`config.mk`:
```
export PLATFORM = sky130hd
export DESIGN_NAME = console_fifo_displayer
export DESIGN_NICKNAME = d
export VERILOG_FILES = /design/src/rtl/console_fifo_displayer.sv
export SDC_FILE = /design/constraint.sdc
export NUM_CORES = 1
export LEC_CHECK = 0
export BUFFER_PORTS_ARGS = -buffer_cell sky130_fd_sc_hd__buf_4
export CELL_PAD_IN_SITES_DETAIL_PLACEMENT = 1
export CELL_PAD_IN_SITES_GLOBAL_PLACEMENT = 2
export CORE_MARGIN = 10
export CORE_UTILIZATION = 29
export DETAILED_ROUTE_END_ITERATION = 6
export PLACE_DENSITY_LB_ADDON = 0.1
export SETUP_SLACK_MARGIN = 0.5
export SLEW_MARGIN = 25
export SYNTH_ARGS = -nofsm -noshare
export SYNTH_HDL_FRONTEND = slang
export SYNTH_SLANG_ARGS = --single-unit
```
`constraint.sdc`:
```
create_clock -name clk -period 8.4 [get_ports clk]
set_input_delay 0.42 -clock clk [delete_from_list [all_inputs] [get_ports clk]]
set_output_delay 0.42 -clock clk [all_outputs]
set_load 0.02 [all_outputs]
```
`src/rtl/console_fifo_displayer.sv`:
```
`default_nettype none
// +--------------------------------------------------------------------------+
// | console_fifo_displayer: memory-mapped character FIFO drained at a paced  |
// | rate into a shifting CHARS-wide display register.                        |
// | Revision: 1.0                                                            |
// +--------------------------------------------------------------------------+

`ifndef DISP_BASE
`define DISP_BASE 64'h0000_0000_1000_0000
`endif

module console_fifo_displayer #(
  parameter int          CHARS      = 8,
  parameter int          FIFO_DEPTH = 16,
  parameter int          DRAIN_DIV  = 1024,
  parameter logic [63:0] BASE       = `DISP_BASE
) (
  input  logic               clk,
  input  logic               rstn,
  input  logic               ren,
  input  logic [63:0]        raddr,
  input  logic               wen,
  input  logic [63:0]        waddr,
  input  logic [63:0]        wdata,
  input  logic [7:0]         wmask,
  output logic [63:0]        rdata,
  output logic               rvalid,
  output logic               wvalid,
  output logic [CHARS*8-1:0] display_o
);

  localparam int c_AW = (FIFO_DEPTH > 1) ? $clog2(FIFO_DEPTH) : 1;
  localparam int c_CW = c_AW + 1;
  localparam int c_PW = (DRAIN_DIV > 1) ? $clog2(DRAIN_DIV) : 1;

  localparam logic [c_PW-1:0] c_PACE_RELOAD = c_PW'(DRAIN_DIV - 1);
  localparam logic [c_CW-1:0] c_DEPTH       = c_CW'(FIFO_DEPTH);
  localparam logic [63:0]     c_STATUS_ADDR = BASE + 64'd8;
  localparam logic [63:0]     c_CTRL_ADDR   = BASE + 64'd16;

  localparam logic [1:0] c_IDLE = 2'd0;
  localparam logic [1:0] c_PACE = 2'd1;
  localparam logic [1:0] c_POP  = 2'd2;

  logic [7:0]      r_mem [FIFO_DEPTH];
  logic [c_AW-1:0] r_wptr;
  logic [c_AW-1:0] r_rptr;
  logic [c_CW-1:0] r_count;
  logic [c_CW-1:0] w_count_nx;
  logic            r_ovf;
  logic [1:0]      r_state;
  logic [1:0]      w_state_nx;
  logic [c_PW-1:0] r_pace;
  logic [7:0]      r_chars [CHARS];

  logic        w_full;
  logic        w_empty;
  logic        w_data_wr;
  logic        w_push;
  logic        w_ctrl_wr;
  logic        w_clear;
  logic        w_ovf_clr;
  logic        w_pop;
  logic        w_pace_load;
  logic        w_busy;
  logic [63:0] w_status;
  logic        w_unused;

  assign w_full     = (r_count == c_DEPTH);
  assign w_empty    = (r_count == '0);
  assign w_data_wr  = wen && (waddr == BASE) && wmask[0];
  // Fullness is judged before any same-cycle pop, so a pop never rescues a write.
  assign w_push     = w_data_wr && !w_full;
  assign w_ctrl_wr  = wen && (waddr == c_CTRL_ADDR);
  assign w_clear    = w_ctrl_wr && wdata[0];
  assign w_ovf_clr  = w_ctrl_wr && wdata[1];
  assign w_pop      = (r_state == c_POP) && !w_clear && !w_empty;
  assign w_count_nx = r_count + c_CW'(w_push) - c_CW'(w_pop);

  always_ff @(posedge clk or negedge rstn) begin
    if (!rstn) begin
      r_wptr  <= '0;
      r_rptr  <= '0;
      r_count <= '0;
    end else if (w_clear) begin
      r_wptr  <= '0;
      r_rptr  <= '0;
      r_count <= '0;
    end else begin
      if (w_push) r_wptr <= r_wptr + c_AW'(1);
      if (w_pop)  r_rptr <= r_rptr + c_AW'(1);
      r_count <= w_count_nx;
    end
  end

  always_ff @(posedge clk) begin
    if (w_push) r_mem[r_wptr] <= wdata[7:0];
  end

  always_ff @(posedge clk or negedge rstn) begin
    if (!rstn)                       r_ovf <= 1'b0;
    else if (w_data_wr && w_full)    r_ovf <= 1'b1;
    else if (w_ovf_clr)              r_ovf <= 1'b0;
  end

  always_ff @(posedge clk or negedge rstn) begin
    if (!rstn) begin
      r_state <= c_IDLE;
      r_pace  <= '0;
    end else begin
      r_state <= w_state_nx;
      if (w_pace_load)                           r_pace <= c_PACE_RELOAD;
      else if (r_state == c_PACE && r_pace != '0) r_pace <= r_pace - c_PW'(1);
    end
  end

  always_comb begin
    w_state_nx = r_state;
    case (r_state)
      c_IDLE:  if (!w_empty) w_state_nx = c_PACE;
      c_PACE:  if (r_pace == '0) w_state_nx = c_POP;
      c_POP:   w_state_nx = (w_count_nx != '0) ? c_PACE : c_IDLE;
      default: w_state_nx = c_IDLE;
    endcase
    if (w_clear) w_state_nx = c_IDLE;
  end

  always_comb begin
    w_pace_load = w_clear || ((w_state_nx == c_PACE) && (r_state != c_PACE));
    w_busy      = (r_state != c_IDLE) || !w_empty;
  end

  // A clear takes priority over a pop landing on the same edge.
  always_ff @(posedge clk or negedge rstn) begin
    if (!rstn) begin
      for (int i = 0; i < CHARS; i++) r_chars[i] <= 8'h0F;
    end else if (w_clear) begin
      for (int i = 0; i < CHARS; i++) r_chars[i] <= 8'h0F;
    end else if (w_pop) begin
      for (int i = CHARS - 1; i > 0; i--) r_chars[i] <= r_chars[i-1];
      r_chars[0] <= r_mem[r_rptr];
    end
  end

  for (genvar gi = 0; gi < CHARS; gi++) begin : g_disp
    assign display_o[gi*8 +: 8] = r_chars[gi];
  end

  assign w_status = {w_busy, w_full, w_empty, r_ovf, 44'd0, 16'(r_count)};
  assign rdata    = (rstn && ren && (raddr == c_STATUS_ADDR)) ? w_status : 64'd0;
  assign rvalid   = 1'b1;
  assign wvalid   = 1'b1;
  assign w_unused = ^{wdata[63:8], wmask[7:1]};

endmodule

`default_nettype wire

```
==> results.md, run 1 <==
Final layout:
- The repair_antennas step left the layout with diodes totalling 0.
- The number of fill cells in the layout is 3630.
- The post-layout net count is 1198.
- The most common library cell in the layout ignoring fill and taps is buf_4.
- In the final layout, the share of cells above drive strength 1 is 0.354.
- The top cell types in the final layout, fill and taps aside, are buf_4, edfxtp_1, nand2_1.
- The area added between synthesis and finish is 28.0%.
- For this run, the number of standard cells in the final layout without fillers is between 1000 and 1500.

Routing:
- Across all layers, the routed design uses 6504 vias.
- The post-detailed-route count of antenna-violating nets is 0.
- After detailed routing, the number of vias per cell comes to 4.49.
- Dividing the detail-routed wire length by the instance count gives 19.8 um.
- After the first detailed-routing iteration, the DRC count stood at 268.
- For this run, the detailed router's first-pass iteration total came to 6.
- The post-route DRC violation count is 0.
- After detailed routing, the total wire length is 28600 um.

Power and ir drop:
- The power per unit of standard cell area is 189 nW/um^2.
- The switching power as a share of total power is 0.200.
- The static leakage power is 5.09 nW.
- For this design the total switching power over the nets is 0.480 mW.
- The relative contribution of sequential cells to total power is 0.474.
- IR analysis of the VDD net gives a maximum drop of around 140 uV.
- The internal power summed over all cells is roughly 1.9 mW.
- The combinational power share is 0.041.
- The clock share of power is 0.485.

STA:
- The worst clock skew is 0.0143 ns.
- The number of hold violations in the final report is 0.
- Setup violations remaining at the end of the flow were counted as 0.
- The slew of the pin with the lowest slew margin is 0.833 ns.
- In the finished design, the share of the clock period the worst path needs comes to 0.534.
- After layout, the minimum clock period comes to 4.48 ns.
- Headroom to the max-slew limit came out at 0.437.
- The number of pins exceeding their max-slew limit in the final report is 0.
- Setup repair after global routing left no endpoint under its margin.
- The maximum clock frequency is 223 MHz.
- The setup TNS after final layout is 0 ns.

Clocking:
- The clock-pin slew on the worst setup and hold paths is 0.06 ns.
- The number of setup buffers added after CTS is 0.
- No sink is reached through more buffers than the 3 on the longest clock path.
- TritonCTS built the clock tree.
- The number of instances resized during post-cts repair is 0.
- CTS placed an instance of clkbuf_16 at the clock tree root.
- The clock latency on the worst-skew pair is 0.52 ns.
- CTS built an H-tree with a depth of 1.
- The clock drives 218 sinks.
- The number of clock buffers added by TritonCTS is 25.

Global routing:
- The number of antenna violations at the first check in global routing is 0.
- Summed over all layers, the global routing overflow is 0.
- The via count of the first global-routing pass was 6875.
- The largest net degree at the start of global routing is 71.
- met2 is the most crowded layer.
- The global-route usage over all layers is 0.133.
- For this run, global-route usage on met2 was measured as 0.226.
- The global-route wire length before repair is roughly 44000 um.
- For this run, global-route usage on met1 was measured as 0.174.
- For this run, global-route usage on met3 was measured as 0.0218.

Yosys:
- Synthesis produced roughly 760 cells.
- The mapped netlist covers 9910 um^2.
- Yosys mapped the design onto 56 distinct sky130hd cell types.
- Counting flops with a built-in enable in the synthesized netlist gives roughly 130.
- The fraction of registers with async set/reset is 0.413.
- For this run, the number of Yosys warnings is 0.
- The count of state elements after synthesis is 218.
- In the synthesized netlist the dominant register cell turns out to be edfxtp_1.
- The sequential share of the synthesized area is 0.619.
- The mean instance size in the synthesized netlist is 13.0 um^2.

Die:
- The effective utilization at floorplan is 0.295.
- During I/O placement, the number of pins put on the boundary was 334.
- After floorplanning, the core was divided into between 60 and 70 placement rows.
- The floorplan step defined a core boundary enclosing 33600 um^2.
- Measured along the x axis, the die boundary spans 205 um.
- The die area is 42000 um^2.
- The vertical extent of the die is 205 um.

Setup path:
- The critical path required time is between 8 and 9 ns.
- The category of the worst setup path launch point is a register.
- STA puts the critical path data arrival time at 4.85 ns.
- Along the worst path, the maximum fanout reaches 12.
- The path type of the worst setup path is reg2reg.
- The endpoint type of the worst setup path is a register.

Worst hold path:
- The worst min-delay path class is in2reg.

Placement:
- Once detailed placement completed, the half-perimeter wirelength came to between 20000 and 25000 um.
- The number of placed instances, taps included, is 1401.
- The number of I/O port buffers is 213.
- Routability-driven placement finished with a final weighted congestion of roughly 0.74.

Status:
- The flow ran to the end, and the final reports show no timing, DRC or antenna violations.

Run:
- The tool flagged a number of max-cap violations equal to 0.
==> stage by stage <==
stage	power, mW	utilization	setup slack (ns)	area (um^2)	hold slack, ns
after floorplan	1.20	-	4.46	10100	0.124
after global placement	1.25	0.351	3.41	11800	0.474
after detailed placement	1.26	0.351	3.39	11800	0.480
after CTS	2.44	0.377	3.94	12700	0.162
after global routing	2.49	0.377	3.56	12700	0.182
final	2.40	0.377	3.92	12700	0.188
==> power by group through the flow <==
stage,clock network (mW),registers (mW),logic (mW)
detailed placement,0,1.16,0.0978
CTS,1.20,1.14,0.0983
global route,1.25,1.14,0.108
floorplan,0,1.16,0.0468
finish,1.16,1.14,0.0983
global placement,0,1.16,0.0963
==> cell usage after synthesis (all sizes together), types with 2 or more instances <==
cell / instances / area, um^2
clkbuf: 15 / 56.3
mux2: 9 / 101
and2: 5 / 33.8
and4: 9 / 78.8
nor2b: 3 / 18.8
xnor2: 6 / 52.6
dfstp: 32 / 841
nand2: 126 / 475
nor2: 32 / 120
ha: 12 / 150
o21ai: 5 / 25.0
or3: 2 / 12.5
buf: 78 / 546
conb: 2 / 7.51
nand2b: 2 / 12.5
mux2i: 8 / 80.1
xor2: 9 / 78.8
nand3b: 4 / 30.0
dfrtp: 58 / 1450
nor3: 7 / 40.0
mux4: 32 / 721
inv: 18 / 67.6
nor4: 34 / 240
edfxtp: 128 / 3840
nand3: 48 / 240
a21oi: 34 / 170
nand4: 8 / 50.1
a211oi: 5 / 37.5
nor4b: 12 / 130
a22oi: 4 / 30.0
nor3b: 2 / 15.0
==> critical path: stages, from the launching register on <==
cell and delay (ns):
dfrtp_1 0.39, inv_1 0.11, ha_1 0.21, nor4bb_1 0.63, nor3b_1 0.20, and2_4 0.26
inv_2 0.20, ha_1 0.27, inv_1 0.06, ha_1 0.16, inv_1 0.06, fa_1 0.42
xor2_1 0.21, nand3b_1 0.11, or3_1 0.45, o31ai_4 0.46, nand3_1 0.13
==> per-layer routing <==
layer,up-vias,part of all wire
met5,-,0
met4,0,0.015
met3,27,0.040
met2,114,0.51
met1,3246,0.44
li1,3117,-
==> timing repair <==
| item | in CTS | in global routing |
|---|---|---|
| hold buffers | 1 | 0 |
| hold endpoints to repair | 28 | 0 |
| setup endpoints to repair | 0 | 0 |
==> sequential cells by signal (all words and copies together), names as in the netlist <==
| name | cells |
|---|---|
| r_ovf | 1 |
| r_pace | 10 |
| r_rptr | 4 |
| r_state | 2 |
| display_o | 64 |
| r_wptr | 4 |
| r_count | 5 |
| r_mem | 128 |
==> area by class of cell <==
cell class | instances | area, um^2 | area share
Tap cell | 448 | 561 | 0.0442
Multi-Input combinational cell | 489 | 3330 | 0.262
Clock inverter | 15 | 223 | 0.0176
Timing Repair Buffer | 228 | 1710 | 0.135
Inverter | 19 | 71.3 | 0.00562
Sequential cell | 218 | 6140 | 0.484
Clock buffer | 30 | 654 | 0.0516
==> logic make-up after synthesis <==
group / count (synthesis) / synth area share
xor gates and xnor gates: 15 / 0.0133
other: 2 / 0.000758
muxes: 49 / 0.0910
AOI/OAI and AO/OA: 57 / 0.0357
buffers and inverters: 112 / 0.0679
and+or+nand+nor: 298 / 0.155
adders and majority gates: 13 / 0.0172
DFF: 218 / 0.619
==> path summary, 6_finish.rpt <==
path | start | endpoint | slack, ns | cells past startpoint
max | r_count[3] | r_pace[8] | 3.92 | 16
min | wmask[0] | r_ovf | 0.19 | 3
max reg2reg | r_count[3] | r_pace[8] | 3.92 | 16
min reg2reg | display_o[8] | display_o[16] | 0.49 | 2
max in group asynchronous | rstn | r_rptr[0] | 6.82 | 3
min in group asynchronous | rstn | r_pace[2] | 0.48 | 2
Power figures use the tool's default switching activity.
==> run 2: changes to the inputs <==
- clock period: 8.4 -> 3.7 ns (I/O delays scaled with it)
==> results.md, run 2 (same netlist as run 1, synthesis figures left out) <==
Worst hold path:
- The cell count of the worst hold path came to 1 (was 3).
- The worst min-delay path class is in2reg (unchanged).

Clocking:
- The CTS tree is done (unchanged).
- The clock-pin slew on the worst setup and hold paths was 0.06 ns (about the same).
- The CTS sink count is 218 (unchanged).
- The clock latency on the worst-skew pair is 0.53 ns (was 0.52 ns).
- The master cell of the clock root buffer is clkbuf_16 (unchanged).
- The number of buffers created by CTS is 26 (was 25).
- The maximum root-to-sink buffer count came to 3 (unchanged).
- The depth of the CTS H-tree is 1 (unchanged).

Routing:
- The detail-routed via count per cell came to 4.52 (was 4.49).
- The number of optimization iterations in the first detailed-route pass came to 4 (was 6).
- The post-route DRC violation count is 0 (unchanged).
- The detailed-route via count is 6736 (was 6504).
- The average wire length per cell after detail routing is 19.8 um (about the same).
- The post-detailed-route count of antenna-violating nets was 0 (unchanged).
- The post-detailed-routing wire length was 29500 um (was 28600 um).
- The number of design-rule violations left by the first detailed-router iteration is 433 (was 268).

Die:
- The number of rows created at floorplan is 67 (unchanged).
- The die area is 42000 um^2 (unchanged).
- The boundary pin count was 334 (unchanged).
- The vertical extent of the die came to 205 um (unchanged).
- The effective utilization at floorplan came to 0.295 (unchanged).
- The area of the core came to 33600 um^2 (unchanged).
- The die width is 205 um (unchanged).

Final layout:
- The number of flip-flops in the largest register is 128 (unchanged).
- The register name with the most flops is r_mem (unchanged).
- The area added between synthesis and finish is 32.6% (was 28.0%).
- The register area was 6140 um^2 (unchanged).
- The footprint of the multi-input gates is 3500 um^2 (was 3330 um^2).
- The most common library cell in the layout ignoring fill and taps is buf_4 (unchanged).
- Most frequent cells in the layout: buf_4, edfxtp_1, nand2_1 (unchanged).
- The number of fill cells in the layout came to 3634 (was 3630).
- The antenna cell count is 0 (unchanged).
- The fraction of final layout cells with drive strength greater than 1 came to 0.393 (was 0.354).
- The post-layout net count is 1241 (was 1198).

Global routing:
- The number of antenna violations at the first check in global routing came to 0 (unchanged).
- The largest net degree at the start of global routing is 71 (unchanged).
- The leftover overflow at the end of global routing is 0 (unchanged).
- The via count of the first global-routing pass came to 7183 (was 6875).
- The global-route usage over all layers came to 0.136 (was 0.133).
- The global-route wire length before repair came to 44700 um (was 43500 um).

Setup path:
- The category of the worst setup path launch point was a register (unchanged).
- The critical path required time came to 4.07 ns (was 8.76 ns).
- The arrival time at the worst endpoint is 3.82 ns (was 4.85 ns).
- The endpoint type of the worst setup path is a register (unchanged).
- The path type of the worst setup path was reg2reg (unchanged).
- The number of cells on the worst reg-to-reg path is 16 (unchanged).
- The maximum net fanout on the critical path is 5 (was 12).

Placement:
- The number of I/O port buffers is 213 (unchanged).
- The HPWL after detailed placement is 21200 um (was 20300 um).
- The final weighted congestion in routability-driven placement was 0.755 (was 0.743).

STA:
- The worst clock skew is 0.0235 ns (was 0.0143 ns).
- The number of pins exceeding their max-slew limit in the final report came to 0 (unchanged).
- The relative slew slack came to 0.380 (was 0.437).
- The count of endpoints failing setup in the final report is 0 (unchanged).
- The minimum hold slack was 0.0138 ns (was 0.188 ns).
- The slew of the pin with the lowest slew margin is 0.917 ns (was 0.833 ns).
- The final period utilization is 0.931 (was 0.534).
- The clock period minus final worst setup slack is 3.44 ns (was 4.48 ns).
- The maximum clock frequency is 290 MHz (was 223 MHz).
- The number of hold violations in the final report is 0 (unchanged).
- Setup repair after global routing missed its margin: true (was false).

Power and ir drop:
- The power per unit of standard cell area is 395 nW/um^2 (was 189 nW/um^2).
- The static leakage power is 5.30 nW (was 5.09 nW).
- The total power consumption of the routed design is 5.20 mW (was 2.40 mW).
- The largest vdd supply drop was 295 uV (was 144 uV).

Status:
- Result of the run: completed (unchanged).

Run:
- The max-capacitance violation count came to 0 (unchanged).
==> run 2: cell types whose count changed in the layout (fill, tap and decap cells not counted), moves of 4 or more <==
cell,delta
nand3_2,+5
inv_1,-4
bufinv_16,-5
dlygate4sd3_1,+8
buf_4,+31
nor4_1,-4
nand3_1,-5
clkbuf_1,+5
==> run 2: cell type report <==
cell class,count,area share
Tap cell,448,0.0426
Multi-Input combinational cell,489,0.266
Clock inverter,10,0.00676
Clock buffer,36,0.0531
Inverter,19,0.00581
Sequential cell,218,0.467
Timing Repair Buffer,270,0.159
==> run 2: path summary, 6_finish.rpt <==
kind | from | to | slack, ns
max in group asynchronous | rstn | display_o[1] | 2.27
min in group asynchronous | rstn | r_pace[8] | 0.37
min reg2reg | display_o[59] | display_o[59] | 0.48
min | wdata[1] | r_mem[14][1] | 0.01
max reg2reg | r_count[2] | r_pace[9] | 0.26
max | r_count[2] | r_pace[9] | 0.26
==> run 2: where the power goes <==
part | internal [mW] | switching [mW]
Clock | 1.39 | 0.989
Combinational | 0.111 | 0.132
Sequential | 2.58 | 0
Total | 4.08 | 1.12
==> run 2: per-layer routing <==
metal | global-route usage | vias up | share of wire
met3 | 0.0216 | 31 | 0.033
li1 | - | 3192 | -
met2 | 0.232 | 114 | 0.50
met5 | 0 | - | 0
met1 | 0.178 | 3399 | 0.44
met4 | 0.0273 | 0 | 0.019
==> run 2: critical path: stages (launching register included) <==
cell and delay (ns):
dfrtp_1 0.39, inv_2 0.09, ha_4 0.14, or4b_4 0.48
nand2_4 0.09, nor2_1 0.07, ha_4 0.24, inv_4 0.05
ha_4 0.12, inv_2 0.03, fa_2 0.52, nand3b_1 0.08
or3_4 0.39, o31ai_4 0.27, buf_4 0.16, buf_12 0.11
nand3_2 0.06
==> run 2: per-stage QoR <==
step | cells | utilization | setup WS (ns) | setup TNS [ns] | cell area [um^2]
6_report | 1490 | 0.391 | 0.255 | 0 | 13100
2_1_floorplan | 819 | - | 0.0998 | 0 | 10200
4_1_cts | 1486 | 0.389 | 0.233 | 0 | 13100
3_3_place_gp | 1418 | 0.357 | -0.164 | -1.50 | 12000
5_1_grt | 1490 | 0.391 | 0.100 | 0 | 13100
3_5_place_dp | 1418 | 0.357 | -0.136 | -1.21 | 12000
==> run 2: repair_timing <==
item / 4_1_cts / 5_1_grt
gates cloned: 1 / 0
buffers inserted: 12 / 4
hold buffers: 9 / 0
pin swaps: 9 / 9
endpoints found under the hold margin: 144 / 0
endpoints found under the setup margin: 11 / 11
gates resized for setup: 15 / 5
==> run 3: changes to the inputs <==
- clock period: 3.7 -> 3.32 ns (I/O delays scaled with it)
==> results.md, run 3 (same netlist as run 1, synthesis figures left out) <==
STA:
- The number of hold violations in the final report came to 0 (unchanged).
- The worst clock skew is 0.0103 ns (was 0.0235 ns).
- The number of pins exceeding their max-slew limit in the final report came to 0 (unchanged).
- The final period utilization was 1.03 (was 0.931).
- The maximum clock frequency is 292 MHz (was 290 MHz).
- Setup repair after global routing missed its margin: true (unchanged).
- The clock period minus final worst setup slack is 3.42 ns (was 3.44 ns).
- The slack of the critical path came to -0.101 ns (was 0.255 ns).
- The count of endpoints failing setup in the final report is 10 (was 0).
- The relative slew slack is 0.405 (was 0.380).
- The slew of the pin with the lowest slew margin came to 0.879 ns (was 0.917 ns).

Routing:
- The number of design-rule violations left by the first detailed-router iteration is 319 (was 433).
- The detail-routed via count per cell came to 4.47 (was 4.52).
- The post-route DRC violation count is 0 (unchanged).
- The detailed-route via count is 6699 (was 6736).
- The average wire length per cell after detail routing came to 19.8 um (about the same).
- The post-detailed-routing wire length is 29600 um (was 29500 um).
- The post-detailed-route count of antenna-violating nets is 0 (unchanged).
- The number of optimization iterations in the first detailed-route pass is 4 (unchanged).

Final layout:
- The post-layout utilization of the core came to 0.395 (was 0.391).
- The number of fill cells in the layout is 3580 (was 3634).
- The most common library cell in the layout ignoring fill and taps is buf_4 (unchanged).
- The number of flip-flops in the largest register is 128 (unchanged).
- The area added between synthesis and finish is 34.1% (was 32.6%).
- The register area came to 6140 um^2 (unchanged).
- The register name with the most flops is r_mem (unchanged).
- The fraction of final layout cells with drive strength greater than 1 is 0.403 (was 0.393).
- The footprint of the multi-input gates was 3490 um^2 (was 3500 um^2).
- Most frequent cells in the layout: buf_4, edfxtp_1, nand2_1 (unchanged).
- The post-layout net count was 1245 (was 1241).

Setup path:
- The reg2reg setup slack was -0.10 ns (was 0.26 ns).
- The arrival time at the worst endpoint is 3.80 ns (was 3.82 ns).
- The maximum net fanout on the critical path is 5 (unchanged).
- The category of the worst setup path launch point is a register (unchanged).
- The number of cells on the worst reg-to-reg path is 19 (was 16).
- The endpoint type of the worst setup path is a register (unchanged).
- The critical path required time is 3.70 ns (was 4.07 ns).
- The path type of the worst setup path is reg2reg (unchanged).

Power and ir drop:
- The total power consumption of the routed design is 6.07 mW (was 5.20 mW).
- The power per unit of standard cell area came to 457 nW/um^2 (was 395 nW/um^2).
- The static leakage power came to 5.37 nW (was 5.30 nW).
- The largest vdd supply drop came to 361 uV (was 295 uV).

Global routing:
- The number of antenna violations at the first check in global routing is 2 (was 0).
- The largest net degree at the start of global routing came to 71 (unchanged).
- The global-route wire length before repair is 45000 um (was 44700 um).
- The via count of the first global-routing pass is 7105 (was 7183).
- The global-route usage over all layers is 0.137 (was 0.136).
- The leftover overflow at the end of global routing is 0 (unchanged).

Die:
- The boundary pin count is 334 (unchanged).
- The vertical extent of the die is 205 um (unchanged).
- The number of rows created at floorplan is 67 (unchanged).
- The effective utilization at floorplan came to 0.295 (unchanged).
- The die area is 42000 um^2 (unchanged).
- The die width was 205 um (unchanged).
- The area of the core is 33600 um^2 (unchanged).

Worst hold path:
- The cell count of the worst hold path is 1 (unchanged).
- The worst min-delay path class was in2reg (unchanged).

Clocking:
- The CTS tree is done (unchanged).
- The clock-pin slew on the worst setup and hold paths is 0.06 ns (about the same).
- The depth of the CTS H-tree is 1 (unchanged).
- The master cell of the clock root buffer is clkbuf_16 (unchanged).
- The CTS sink count is 218 (unchanged).
- The maximum root-to-sink buffer count is 3 (unchanged).
- The number of buffers created by CTS is 25 (was 26).
- The clock latency on the worst-skew pair was 0.52 ns (was 0.53 ns).

Status:
- The checks that failed: negative setup slack.
- Result of the run: finished with violations (was completed).

Run:
- The max-capacitance violation count was 0 (unchanged).

Placement:
- The final weighted congestion in routability-driven placement is 0.765 (was 0.755).
- The number of I/O port buffers is 213 (unchanged).
- The HPWL after detailed placement is 21300 um (was 21200 um).
run 3: cell types whose count changed in the layout (fill, tap and decap cells not counted), sizes merged:
cell | before | now
clkbuf | 36 | 38
buf | 261 | 265
dlygate4sd3 | 9 | 10
inv | 18 | 20
clkinv | 10 | 4
diode | 0 | 2
bufinv | 1 | 3
run 3: critical path: stages, from the launching register on:
cell	delay, ns
dfrtp_1	0.36
inv_2	0.06
ha_4	0.16
nor4bb_1	0.12
buf_4	0.16
nor3b_4	0.19
and2_4	0.19
inv_4	0.04
ha_4	0.22
inv_2	0.06
ha_4	0.12
inv_2	0.04
fa_2	0.36
xor2_2	0.17
nand3b_1	0.10
or3_4	0.40
o31ai_4	0.21
buf_4	0.16
buf_12	0.11
nand3_2	0.06
run 3: timing repair:
| item | CTS | global route |
|---|---|---|
| gates cloned | 1 | 0 |
| hold buffers | 10 | 0 |
| resized for setup | 7 | 15 |
| endpoints found under the setup margin | 12 | 14 |
| endpoints found under the hold margin | 126 | 0 |
| buffers inserted | 8 | 5 |
| pin swaps | 2 | 2 |
run 3: cell type report:
type                            count  area share
Antenna cell                        2    0.000377
Clock inverter                      8     0.00904
Sequential cell                   218       0.462
Inverter                           19     0.00555
Multi-Input combinational cell    489       0.263
Clock buffer                       38      0.0576
Tap cell                          448      0.0422
Timing Repair Buffer              275       0.161
run 3: through the flow:
step	hold slack (ns)	instances	instance area (um^2)	setup WS [ns]	setup TNS [ns]
2_1_floorplan	-0.130	819	10200	-0.266	-2.66
3_3_place_gp	0.378	1425	12100	-0.349	-3.42
3_5_place_dp	0.375	1425	12100	-0.424	-4.10
4_1_cts	0.0100	1490	13200	-0.0801	-0.673
5_1_grt	0.0157	1496	13300	-0.245	-2.29
6_report	0.0240	1497	13300	-0.101	-0.845
run 3: worst paths after layout:
kind                               startpoint       endpoint
worst max-delay path               r_count[2]      r_pace[9]
worst min-delay path                 wdata[1]   r_mem[11][1]
worst max register to register     r_count[2]      r_pace[9]
worst min register to register  display_o[56]  display_o[56]
max in group asynchronous                rstn      r_rptr[0]
min in group asynchronous                rstn      r_pace[2]
run 3: where the power goes:
group | switching, mW | leakage, nW | internal (mW)
Sequential | 0 | 2.04 | 2.88
Combinational | 0.146 | 2.89 | 0.124
Clock | 1.10 | 0.440 | 1.82
run 3: layer usage:
layer | global-route usage | part of all wire
met5 | 0 | 0
met4 | 0.0249 | 0.014
met3 | 0.0204 | 0.034
met1 | 0.182 | 0.44
met2 | 0.232 | 0.51
